### src/rtl/div32_seq.sv
// Iterative 32-bit unsigned restoring divider that produces one quotient bit per cycle.
// Operands and results use valid/ready handshakes. A zero divisor returns immediately with a flag.
module div32_seq #(
    parameter int WIDTH = 32
) (
    input  logic             clk,
    input  logic             rst,
    input  logic             in_valid,
    output logic             in_ready,
    input  logic [WIDTH-1:0] dividend,
    input  logic [WIDTH-1:0] divisor,
    output logic             out_valid,
    input  logic             out_ready,
    output logic [WIDTH-1:0] quotient,
    output logic [WIDTH-1:0] remainder,
    output logic             div_by_zero,
    output logic             busy
);

    localparam int CW = $clog2(WIDTH);

    typedef enum logic [1:0] {
        IDLE,
        CALC,
        DONE
    } state_t;

    state_t           state;
    logic [WIDTH-1:0] q;
    logic [WIDTH-1:0] d;
    logic [WIDTH:0]   r;
    logic [CW-1:0]    cnt;

    logic [WIDTH:0]   t;
    logic [WIDTH:0]   s;
    logic [WIDTH-1:0] q_next;
    logic [WIDTH:0]   r_next;

    // One restoring step. R carries an extra bit so that a partial remainder of 2^32 or more still compares correctly.
    always_comb begin
        t      = {r[WIDTH-1:0], q[WIDTH-1]};
        s      = t - {1'b0, d};
        q_next = {q[WIDTH-2:0], ~s[WIDTH]};
        r_next = s[WIDTH] ? t : s;
    end

    assign in_ready = (state == IDLE);

    always_ff @(posedge clk) begin
        if (rst) begin
            state       <= IDLE;
            out_valid   <= 1'b0;
            busy        <= 1'b0;
            div_by_zero <= 1'b0;
            quotient    <= '0;
            remainder   <= '0;
            q           <= '0;
            d           <= '0;
            r           <= '0;
            cnt         <= '0;
        end else begin
            case (state)
                IDLE: begin
                    if (in_valid) begin
                        busy <= 1'b1;
                        if (divisor == '0) begin
                            quotient    <= '1;
                            remainder   <= dividend;
                            div_by_zero <= 1'b1;
                            out_valid   <= 1'b1;
                            state       <= DONE;
                        end else begin
                            q           <= dividend;
                            d           <= divisor;
                            r           <= '0;
                            cnt         <= CW'(WIDTH - 1);
                            div_by_zero <= 1'b0;
                            state       <= CALC;
                        end
                    end
                end
                CALC: begin
                    q   <= q_next;
                    r   <= r_next;
                    cnt <= cnt - 1'b1;
                    if (cnt == '0) begin
                        quotient  <= q_next;
                        remainder <= r_next[WIDTH-1:0];
                        out_valid <= 1'b1;
                        state     <= DONE;
                    end
                end
                DONE: begin
                    // The result stays registered until the consumer takes it. New operands wait for IDLE.
                    if (out_ready) begin
                        out_valid <= 1'b0;
                        busy      <= 1'b0;
                        state     <= IDLE;
                    end
                end
                default: begin
                    state     <= IDLE;
                    out_valid <= 1'b0;
                    busy      <= 1'b0;
                end
            endcase
        end
    end

endmodule
### config.mk
export PLATFORM = sky130hd
export DESIGN_NAME = div32_seq
export DESIGN_NICKNAME = d
export VERILOG_FILES = /design/src/rtl/div32_seq.sv
export SDC_FILE = /design/constraint.sdc
export NUM_CORES = 1
export LEC_CHECK = 0
export ABC_AREA = 0
export CORE_MARGIN = 4
export CORE_UTILIZATION = 54
export DETAILED_ROUTE_END_ITERATION = 6
export HOLD_SLACK_MARGIN = 0.03
export PLACE_DENSITY = 0.86
export SLEW_MARGIN = 20
export SYNTH_ARGS = -nofsm -noshare
export SYNTH_HDL_FRONTEND = slang
export SYNTH_SLANG_ARGS = --single-unit
### constraint.sdc
create_clock -name clk -period 3.3 [get_ports clk]
set_input_delay 0.495 -clock clk [delete_from_list [all_inputs] [get_ports clk]]
set_output_delay 0.495 -clock clk [all_outputs]
set_load 0.01 [all_outputs]
* Yosys cells after proc, flatten, opt, wreduce, memory -nomap -nowiden
Cells that the tools add are included.
** Word-level totals
- Bits in registers :: 170
- Input port bits :: 68
- Output and inout port bits :: 68
** Cells by class
- $add $sub $neg :: 2
- Eq/ne operators :: 7
- Muxes and demuxes :: 31
- Bitwise operators :: 3
- Reduce and logical (&&, ||, !) cells :: 11
** Operator list (count)
- 32-bit two-way mux :: 11
- 32-bit one-hot mux with 2 select lines :: 4
- 33-bit by 32-bit subtractor with 33-bit output :: 1
- 32-bit zero test :: 1
- 3-bit AND reduction :: 4
- 5-bit two-way mux :: 2
- 5-bit one-hot mux with 2 select lines :: 1
- 2-bit two-way mux :: 4
- 2-bit inequality test, second input constant :: 4
- 4-bit AND reduction :: 2
- 1-bit two-way mux :: 6
- 1-bit one-hot mux with 3 select lines :: 2
- 2-bit one-hot mux with 3 select lines :: 1
- 5-bit zero test :: 1
- 5-bit by 1-bit subtractor with 5-bit output, second input constant :: 1
- 1-bit inverter :: 3
- 2-bit by 1-bit == test with 1-bit output, second input constant :: 1
- 2-bit == test, second input constant :: 1
- 2-bit zero test :: 1
- 2-bit by 1-bit inequality test with 1-bit output, second input constant :: 1
- 2-bit AND reduction :: 1
- 2-bit nonzero test :: 1

* Depth between registers and ports, before layout
Gate-level depths: netlist of run 1.
- Depth in word-level cells :: 4
- Mapped depth :: 14
- Depth with buffers taken out :: 13

* Least setup slack after synthesis of run 1
No wires, ideal clock.
- Path kind :: reg2reg
- From :: register q[31]
- To :: register remainder[24]
- Library setup time :: 0.132 ns
- Arrival :: 2.774 ns
- Required time :: 3.168 ns
- Slack :: 0.394 ns
- Cell stages (with the launch flop) :: 14
- Buffers on the path :: 0
- Period minus slack after synthesis :: 2.906 ns
- Path through :: dfxtp_1 > inv_1 > ha_1 > fa_1 > nand2b_1 > a21oi_1 > o211ai_1 > nand3_1 > a21oi_1 > o21ai_4 > xor2_2 > mux2_1 > o211ai_1 > a21oi_1
** Between the ends
- Word-level cells in the longest chain between the ends :: 4
** Ends and longest elaborated chain
- from (decl) :: line 29 : logic [WIDTH-1:0] q;
- from (signal assigned) :: line 73 : q <= dividend;
- from (signal assigned) :: line 83 : q <= q_next;
- 33-bit by 32-bit subtractor with 33-bit output :: line 42 : s = t - {1'b0, d};
- 32-bit two-way mux :: line 44 : r_next = s[WIDTH] ? t : s;
- 32-bit two-way mux :: line 86 : if (cnt == '0) begin
- 32-bit one-hot mux with 2 select lines :: line 62 : case (state)
- to (signal assigned) :: line 68 : remainder <= dividend;
- to (signal assigned) :: line 88 : remainder <= r_next[WIDTH-1:0];
- to (decl) :: line 15 : output logic [WIDTH-1:0] remainder,
Every way passes these cells. The select of a mux whose other input is x is not followed.
A chain may end at the register's enable or synchronous reset.

* Worst setup path in the final report of run 1
- From :: register q[31]
- To :: register r[30]
** Between the ends
- Word-level cells in the longest chain between the ends :: 3
** Ends and longest elaborated chain
- 33-bit by 32-bit subtractor with 33-bit output :: line 42
- 32-bit two-way mux :: line 44
- 32-bit one-hot mux with 2 select lines :: line 62
- to (signal assigned) :: line 84 : r <= r_next;
- to (decl) :: line 31 : logic [WIDTH:0] r;
Every way passes these cells.

==> results.toml, run 1 <==
[synth]
synthSimpleGateAreaFrac_pct = 21.7
synth.most_common_cell = "nand2_1"
ys_top_cells_by_count = "188 x nand2_1, 170 x dfxtp_1, 107 x a21oi_1"
synthArstFlopShare_pct = 0
synth-xor-area-share_pct = 3.27
yosys_warnings = 0
syn_area_per_cell_um2 = 7.72
synthCells = 1102
synth_cell_types = 61
syn_nets = 1205
yosysSeqAreaShare_pct = 40.0
synthAdderAreaFrac_pct = 5.24
synth_top_family_by_area = "compound AO/OA/AOI/OAI gates"
synth_area_leaders = "dfxtp_1 40%, nand2_1 8.3%, a21oi_1 6.3%, nor3_1 5.1%, ha_1 5.0%"
yosys-mux-area-fraction_pct = 0.368
synth_top_area_share_pct = 40.0
synth_compound_area_share_pct = 23.7
ys_ff_latch = 170
yosysTopAreaCell = "dfxtp_1"
synth_edf_count = 0
yosys_most_used_dff = "dfxtp_1"
synth_area_um2 = 8500

[drt]
routedWlPerCell_um = 17.1
totalWireLength_um = 24400
drt_iter0_drc = 1251
num_vias = 8645
via_per_inst = 6.04
drcViolationCount = 0
ant_nets = 0
drt_pass1_iterations = 6

[power_and_ir_drop]
p_sw_share_pct = 44.9
p_switching_mw = 5.79
seqPwrFrac_pct = 21.7
p_leak_nw = 4.14
intPower_mw = 7.11
p_per_area_nw_per_um2 = 1190
p_comb_share_pct = 61.8
clkPwrFrac_pct = 16.6
max-vdd-ir-drop_mv = 0.984

[sta]
setup_viol = 0
fin_crit_sh_pct = 97.1
hold_slack_ns = 0.454
worstMarginPinSlew_ns = 0.829
finalClockSkew_ns = 0.00800
fin_crit_ns = 3.21
finalSetupTns_ns = 0
fmax_mhz = 312
slew_violations = 0
hold_violations = 0
slew_headroom_pct = 44.7

[place]
hpwlAfterDp_um = 16700
portBuffers = 135
post_dp_cell_area_um2 = 10100
gp_routability_congestion = 0.928

[run_status]
status = "finished clean"

[clocking]
clkLatencyLatePin_ns = 0.44
root_buffer = "clkbuf_16"
cts_buffers = 17
cts_tree = "yes"
htree_levels = 4
clockBufferDepth = 2
path_clk_slew_ns = 0.07
cts_hold_buffers = 0
clock_sinks = 170

[die]
placementRows = 45
core_area_um2 = 15300
start_util_pct = 55.5
die_y_um = 133
io_pins = 136
dieWidth_um = 133
die_area_um2 = 17800

[grt]
grt-ovfl-total = 0
grt_pass1_wl_um = 39000
track_usage_pct = 26.6
grt_antenna_before_repair = 0
grt_max_degree = 140
grt_pass1_vias = 7725

[finish]
drive_gt1_share_pct = 6.72
syn2layout_area_growth_pct = 27.6
fin_util_pct = 70.9
design_area_um2 = 10900
num-fill-cells = 1199
antenna_cells = 0
nNetsFinal = 1310

[setup_path]
end_kind = "flop"
path_max_fanout = 3
crit_path_cell_trace = "inv_1 > ha_1 > fa_1 > nand2b_1 > a21oi_2 > o211ai_1 > o31a_1 > nor3_1 > a21oi_1 > or3_1 > a32oi_2 > o32ai_1"
cp.arrival_ns = 3.50
reg2reg_slack_ns = 0.09
startpoint_type = "flop"
cp_slowest_cell = "or3_1"
crit_path_max_incr_delay_ns = 0.40
path_class = "flop to flop"
cp.required_ns = 3.60

[run]
maxCapViolCount = 0

[hold_path]
hold_class = "flop to flop"
-- through the flow --
step                      total power [mW]  std cells  setup WS [ns]
after global placement                9.82       1396         0.0877
after floorplan                       7.93       1102          0.394
after global routing                  13.6       1431        -0.0110
after CTS                             12.2       1428         0.0603
final                                 12.9       1431         0.0948
after detailed placement              9.96       1396        -0.0163
-- cells in the final DEF (no fill, tap or decap), types with 18 or more instances in the layout --
cell type	n
a21oi_1	104
a311oi_1	32
a31oi_1	55
buf_4	20
clkbuf_16	18
clkdlybuf4s50_1	134
dfxtp_1	170
ha_1	34
inv_1	45
nand2_1	188
nor2_1	90
nor3_1	85
o21ai_0	50
xnor2_1	20
-- cells by family (layout without fill, tap and decap cells) --
kind of cell    count (synthesis)  after routing
flops                         170            170
fa+ha+maj                      35             35
compound gates                317            317
mux                             3              3
buf+inv                       122            240
simple gates                  425            425
xor+xnor                       30             30
-- path summary, 6_finish.rpt --
check	startpoint	to	depth (start not counted)
setup / recovery	q[31]	r[30]	12
hold / removal	d[26]	d[26]	2
setup reg to reg	q[31]	r[30]	12
hold reg to reg	d[26]	d[26]	2
-- per-layer routing --
metal / GRT usage (%) / vias to the layer above / wire length [um]
met1: 37.9 / 3983 / 10700
met2: 40.5 / 467 / 10900
met4: 8.17 / 0 / 510
met5: 0 / - / 0
li1: - / 4129 / -
met3: 5.63 / 66 / 2360
-- area by class of cell --
class,instances,area [um^2],share of cell area [%]
Tap cell,211,264,2.43
Clock buffer,22,484,4.46
Inverter,45,169,1.56
Clock inverter,10,155,1.43
Sequential cell,170,3400,31.4
Timing Repair Buffer,163,1670,15.4
Multi-Input combinational cell,810,4710,43.4
-- registers in the layout, summed over array words and instances (netlist names) --
signal       count
busy             1
cnt              5
d               32
div_by_zero      1
out_valid        1
q               32
quotient        32
r               32
remainder       32
state            2
-- power by group through the flow --
stage / Clock [mW] / Sequential (mW) / Combinational, mW
6_report: 2.14 / 2.79 / 7.96
5_1_grt: 2.24 / 2.84 / 8.53
4_1_cts: 2.14 / 2.77 / 7.29
3_5_place_dp: 0 / 2.81 / 7.15
3_3_place_gp: 0 / 2.80 / 7.02
2_1_floorplan: 0 / 2.77 / 5.16
-- repair_timing --
item / in CTS / in global routing
cloned: 0 / 1
buffers inserted: 0 / 2
setup endpoints to repair: 2 / 41
gates resized for setup: 1 / 9
pin swaps: 0 / 2
-- critical path: cells and delay by family (launching register included) --
kind / cells / cell delay [ns]
adder cells (fa/ha/maj): 2 / 0.61
AND/OR/NAND/NOR: 3 / 0.82
AO/OA/AOI/OAI: 6 / 1.21
flip-flops: 1 / 0.37
buffers and inverters: 1 / 0.06
Note: power is estimated with default switching activity, not from simulation.
==> inputs of run 2 (changes only) <==
--- a/config.mk
+++ b/config.mk
@@ -8,8 +8,10 @@
 export ABC_AREA = 0
 export CORE_MARGIN = 4
 export CORE_UTILIZATION = 54
+export CTS_CLUSTER_DIAMETER = 50
 export DETAILED_ROUTE_END_ITERATION = 6
 export HOLD_SLACK_MARGIN = 0.03
+export MAX_ROUTING_LAYER = met4
 export PLACE_DENSITY = 0.86
 export SLEW_MARGIN = 20
 export SYNTH_ARGS = -nofsm -noshare
==> run 2 against run 1 <==
Combinational power decreased by 3.8%. Die area unchanged. Clock skew increased by 0.00067 ns. Count of clock-buffer cells in the layout decreased by 3. Largest power group unchanged. Cell count decreased by 0.21%. Routed wire length increased by 0.41%. Core utilization decreased by 0.46 points. First-iteration DRC count decreased by 7.0%.
==> results.toml, run 2 (synthesis results as in run 1) <==
[setup_path]
path_max_fanout = 20
path_class = "flop to flop"
startpoint_type = "flop"
cp_common_cell = "a31oi_1"
cp.arrival_ns = 3.52
crit_path_max_incr_delay_ns = 0.41
critPathTopFamily = "compound AO/OA/AOI/OAI gates"
crit_path_cell_trace = "inv_1 > ha_1 > fa_1 > nand2b_4 > a21oi_2 > o211ai_1 > nand3_1 > a21oi_1 > o21ai_4 > xnor2_4 > buf_12 > nor3_1 > a31oi_1 > a31oi_1"
path_buf_inv = 2
cp_slowest_cell = "fa_1"
end_kind = "flop"
cp.required_ns = 3.60

[power_and_ir_drop]
max-vdd-ir-drop_mv = 1.07
seqPwrFrac_pct = 22.5
p_per_area_nw_per_um2 = 1160
p_switching_mw = 5.60
intPower_mw = 6.85
p_sw_share_pct = 45.0
clkPwrFrac_pct = 16.0
p_leak_nw = 4.09
p_comb_share_pct = 61.5

[clocking]
cts_tree = "yes"
clkLatencyLatePin_ns = 0.44
cts_buffers = 17
root_buffer = "clkbuf_16"
clock_sinks = 170
post-cts-setup-buffers = 0
path_clk_slew_ns = 0.06
clockBufferDepth = 2
htree_levels = 4

[die]
start_util_pct = 55.5
placementRows = 45
die_area_um2 = 17800
io_pins = 136
dieWidth_um = 133
core_area_um2 = 15300
die_y_um = 133

[finish]
final_cells = 1428
design_area_um2 = 10800
drive_gt1_share_pct = 6.33
multi_input_area_um2 = 4710
ff_latch_area_um2 = 3400
nNetsFinal = 1307
num-fill-cells = 1228
syn2layout_area_growth_pct = 26.8
final_common_cell = "nand2_1"
antenna_cells = 0
final_cell_mix = "188 x nand2_1, 170 x dfxtp_1, 134 x clkdlybuf4s50_1"

[drt]
drt_pass1_iterations = 6
routedWlPerCell_um = 17.2
totalWireLength_um = 24500
ant_nets = 0
drcViolationCount = 0
num_vias = 8597
via_per_inst = 6.02
drt_iter0_drc = 1163

[sta]
slew_violations = 0
slew_headroom_pct = 45.0
hold_slack_ns = 0.455
worstMarginPinSlew_ns = 0.825
setup_viol = 0
fmax_mhz = 311
finalClockSkew_ns = 0.00867
hold_violations = 0
fin_crit_ns = 3.21
fin_crit_sh_pct = 97.3
finalSetupTns_ns = 0

[place]
post_dp_cell_area_um2 = 10100
hpwlAfterDp_um = 17000
gp_routability_congestion = 0.978
portBuffers = 135
dpl.cell_count = 1396

[grt]
grt_pass1_vias = 7790
grt_max_degree = 140
grt_pass1_wl_um = 39400
track_usage_pct = 27.6
grt-ovfl-total = 0
grt_antenna_before_repair = 0

[hold_path]
hold_class = "flop to flop"

[run_status]
status = "finished clean"

[run]
maxCapViolCount = 0
-- run 2: power groups by stage --
stage	Clock, mW	Sequential [mW]	Combinational [mW]
finish	2.00	2.80	7.66
global route	2.08	2.84	8.24
detailed placement	0	2.81	7.25
CTS	1.99	2.78	7.34
floorplan	0	2.77	5.16
global placement	0	2.80	7.13
-- run 2: through the flow --
stage	total power [mW]	setup slack (ns)	utilization, %
4_1_cts	12.1	0.0247	70.1
6_report	12.5	0.0881	70.4
3_3_place_gp	9.93	0.0977	66.2
5_1_grt	13.2	-0.00422	70.4
2_1_floorplan	7.93	0.394	-
3_5_place_dp	10.1	0.0251	66.2
-- run 2: routing by layer --
layer | up-vias | wire length [um] | global-route usage [%]
met4 | 0 | 503 | 7.94
li1 | 4123 | - | -
met1 | 3963 | 10800 | 37.3
met2 | 452 | 11100 | 42.5
met3 | 59 | 2130 | 5.21
met5 | - | 0 | -
-- run 2: repair_timing --
action                                  4_1_cts  5_1_grt
resized for setup                             0        7
hold buffers                                  0        0
endpoints found under the setup margin        0       51
-- run 2: layout make-up --
| class | instances | area share (%) |
|---|---|---|
| clock buffers | 19 | 4.11 |
| clock inverters | 13 | 1.32 |
| inverters | 45 | 1.57 |
| multi-input cells | 810 | 43.7 |
| flip-flops and latches | 170 | 31.6 |
| well taps | 211 | 2.45 |
| repair buffers | 160 | 15.3 |
-- run 2: worst paths after layout --
path / slack (ns) / from / to / cells after the start
worst min-delay path: 0.46 / d[5] / d[5] / 2
worst max register to register: 0.09 / q[31] / remainder[17] / 14
worst min register to register: 0.46 / d[5] / d[5] / 2
worst max-delay path: 0.09 / q[31] / remainder[17] / 14
-- run 2: worst register-to-register path, stage by stage (launching register included) --
cell	delay, ns
dfxtp_1	0.36
inv_1	0.06
ha_1	0.22
fa_1	0.41
nand2b_4	0.17
a21oi_2	0.22
o211ai_1	0.17
nand3_1	0.13
a21oi_1	0.13
o21ai_4	0.27
xnor2_4	0.18
buf_12	0.20
nor3_1	0.06
a31oi_1	0.37
a31oi_1	0.14
==> inputs of run 3 (changes only) <==
--- a/config.mk
+++ b/config.mk
@@ -13,7 +13,7 @@
 export HOLD_SLACK_MARGIN = 0.03
 export MAX_ROUTING_LAYER = met4
 export PLACE_DENSITY = 0.86
-export SLEW_MARGIN = 20
+export SLEW_MARGIN = 40
 export SYNTH_ARGS = -nofsm -noshare
 export SYNTH_HDL_FRONTEND = slang
 export SYNTH_SLANG_ARGS = --single-unit
==> run 3 against run 2 <==
Global-route usage fell by 0.23 points. Critical path depth decreased by 1. Register-to-register slack is essentially flat. Clock power rose by 4%. Flip-flop and latch count unchanged. Cell area up 0.92%. Power increased by 4.6%. Cell count about the same. Via count increased by 1.7%. First-iteration DRC count rose by 8.7%. Maximum frequency rose by 0.39%.
==> results.toml, run 3 (synthesis results as in run 1) <==
[setup_path]
cp_slowest_cell = "ha_1"
cp.arrival_ns = 3.51
path_max_fanout = 28
end_kind = "flop"
reg2reg_slack_ns = 0.10
critPathTopFamily = "compound AO/OA/AOI/OAI gates"
timing.rr.start = "d[25]"
reg2reg_depth = 13
crit_path_max_incr_delay_ns = 0.39
cp.required_ns = 3.61
startpoint_type = "flop"
path_buf_inv = 2
reg2reg_to = "remainder[12]"
path_class = "flop to flop"
crit_path_cell_trace = "inv_1 > ha_1 > a21o_1 > a21o_1 > a21oi_1 > o21ai_1 > a221oi_2 > o21ai_4 > xnor2_4 > buf_12 > nor3_1 > a31oi_1 > a31oi_1"

[hold_path]
hold_class = "flop to flop"
min_from = "d[26]"
min_delay_worst_endpoint = "d[26]"
min_path_cells = 2

[die]
start_util_pct = 55.5
die_area_um2 = 17800
io_pins = 136
die_y_um = 133
placementRows = 45
core_area_um2 = 15300
dieWidth_um = 133

[power_and_ir_drop]
p_sw_share_pct = 45.2
max-vdd-ir-drop_mv = 1.10
intPower_mw = 7.14
p_total_mw = 13.0
seqPwrFrac_pct = 21.6
p_switching_mw = 5.89
p_comb_share_pct = 62.4
p_per_area_nw_per_um2 = 1200
p_leak_nw = 4.13
clkPwrFrac_pct = 16.0

[grt]
grt_pass1_wl_um = 38900
use_met3_pct = 6.04
grt_antenna_before_repair = 0
track_usage_pct = 27.4
grt_busiest_layer = "met2"
grt-ovfl-total = 0
grt_pass1_vias = 7755
grtUsageMet1_pct = 36.9
grt_max_degree = 140
use_met2_pct = 41.6

[sta]
setup_ws_ns = 0.101
worstMarginPinSlew_ns = 0.850
setup_viol = 0
slew_headroom_pct = 43.3
fin_crit_sh_pct = 97.0
fmax_mhz = 313
fin_crit_ns = 3.20
hold_violations = 0
slew_violations = 0
finalSetupTns_ns = 0
finalClockSkew_ns = 0.00963

[finish]
antenna_cells = 0
syn2layout_area_growth_pct = 28.0
final_cell_mix = "188 x nand2_1, 170 x dfxtp_1, 134 x clkdlybuf4s50_1"
nNetsFinal = 1308
final_cells = 1429
final_common_cell = "nand2_1"
design_area_um2 = 10900
drive_gt1_share_pct = 6.98

[clocking]
cts_hold_buffers = 0
root_buffer = "clkbuf_16"
path_clk_slew_ns = 0.06
clock_sinks = 170
htree_levels = 4
clkLatencyLatePin_ns = 0.44
cts_tree = "yes"
post-cts-setup-buffers = 0
ctsResizeCount = 0
cts_buffers = 17
clockBufferDepth = 2

[place]
place_ws_ns = -0.0543
post_dp_cell_area_um2 = 10100
portBuffers = 135
hpwlAfterDp_um = 17000
dpl.cell_count = 1396
gp_routability_congestion = 0.978

[run]
maxCapViolCount = 0

[drt]
totalWireLength_um = 24800
via_per_inst = 6.12
ant_nets = 0
drcViolationCount = 0
drt_iter0_drc = 1264
num_vias = 8740
routedWlPerCell_um = 17.3
drt_pass1_iterations = 6

[run_status]
status = "finished clean"
## run 3: worst min-delay path, cell delays in order (launching register included)
cell and delay, ns:
dfxtp_1 0.31, nand2_1 0.05, a21oi_1 0.05
## run 3: worst max path at each step
| stage | start | to | slack [ns] | cells past startpoint |
|---|---|---|---|---|
| after floorplan | q[31] | remainder[24] | 0.39 | 13 |
| after global placement | q[31] | r[30] | 0.1 | 12 |
| after detailed placement | divisor[7] | quotient[3] | -0.05 | 9 |
| after CTS | q[31] | remainder[23] | 0.01 | 14 |
| after global routing | d[25] | remainder[12] | -0.02 | 13 |
| final | d[25] | remainder[12] | 0.10 | 13 |
## run 3: through the flow
| stage | hold WS (ns) | util (%) |
|---|---|---|
| 2_1_floorplan | 0.436 | - |
| 3_3_place_gp | 0.442 | 66.2 |
| 3_5_place_dp | 0.447 | 66.3 |
| 4_1_cts | 0.455 | 70.2 |
| 5_1_grt | 0.474 | 71.1 |
| 6_report | 0.452 | 71.1 |
## run 3: layer usage
layer	vias up	part of all wire (%)
li1	4141	-
met1	4043	43
met2	498	45
met3	58	9.8
met4	0	2.1
met5	-	0
## run 3: final cells by class
type,instances,area (um^2)
fill,1192,4430
sequential,170,3400
inverter,45,169
timing repair buffer,161,1670
clock buffer,20,447
tap,211,264
multi-input combinational,810,4760
clock inverter,12,161
## run 3: power by group through the flow
stage | clock network, mW | registers [mW] | logic, mW
after floorplan | 0 | 2.77 | 5.16
after global placement | 0 | 2.80 | 7.13
after detailed placement | 0 | 2.82 | 7.25
after CTS | 2.08 | 2.78 | 7.36
after global routing | 2.17 | 2.84 | 8.69
final | 2.09 | 2.81 | 8.13
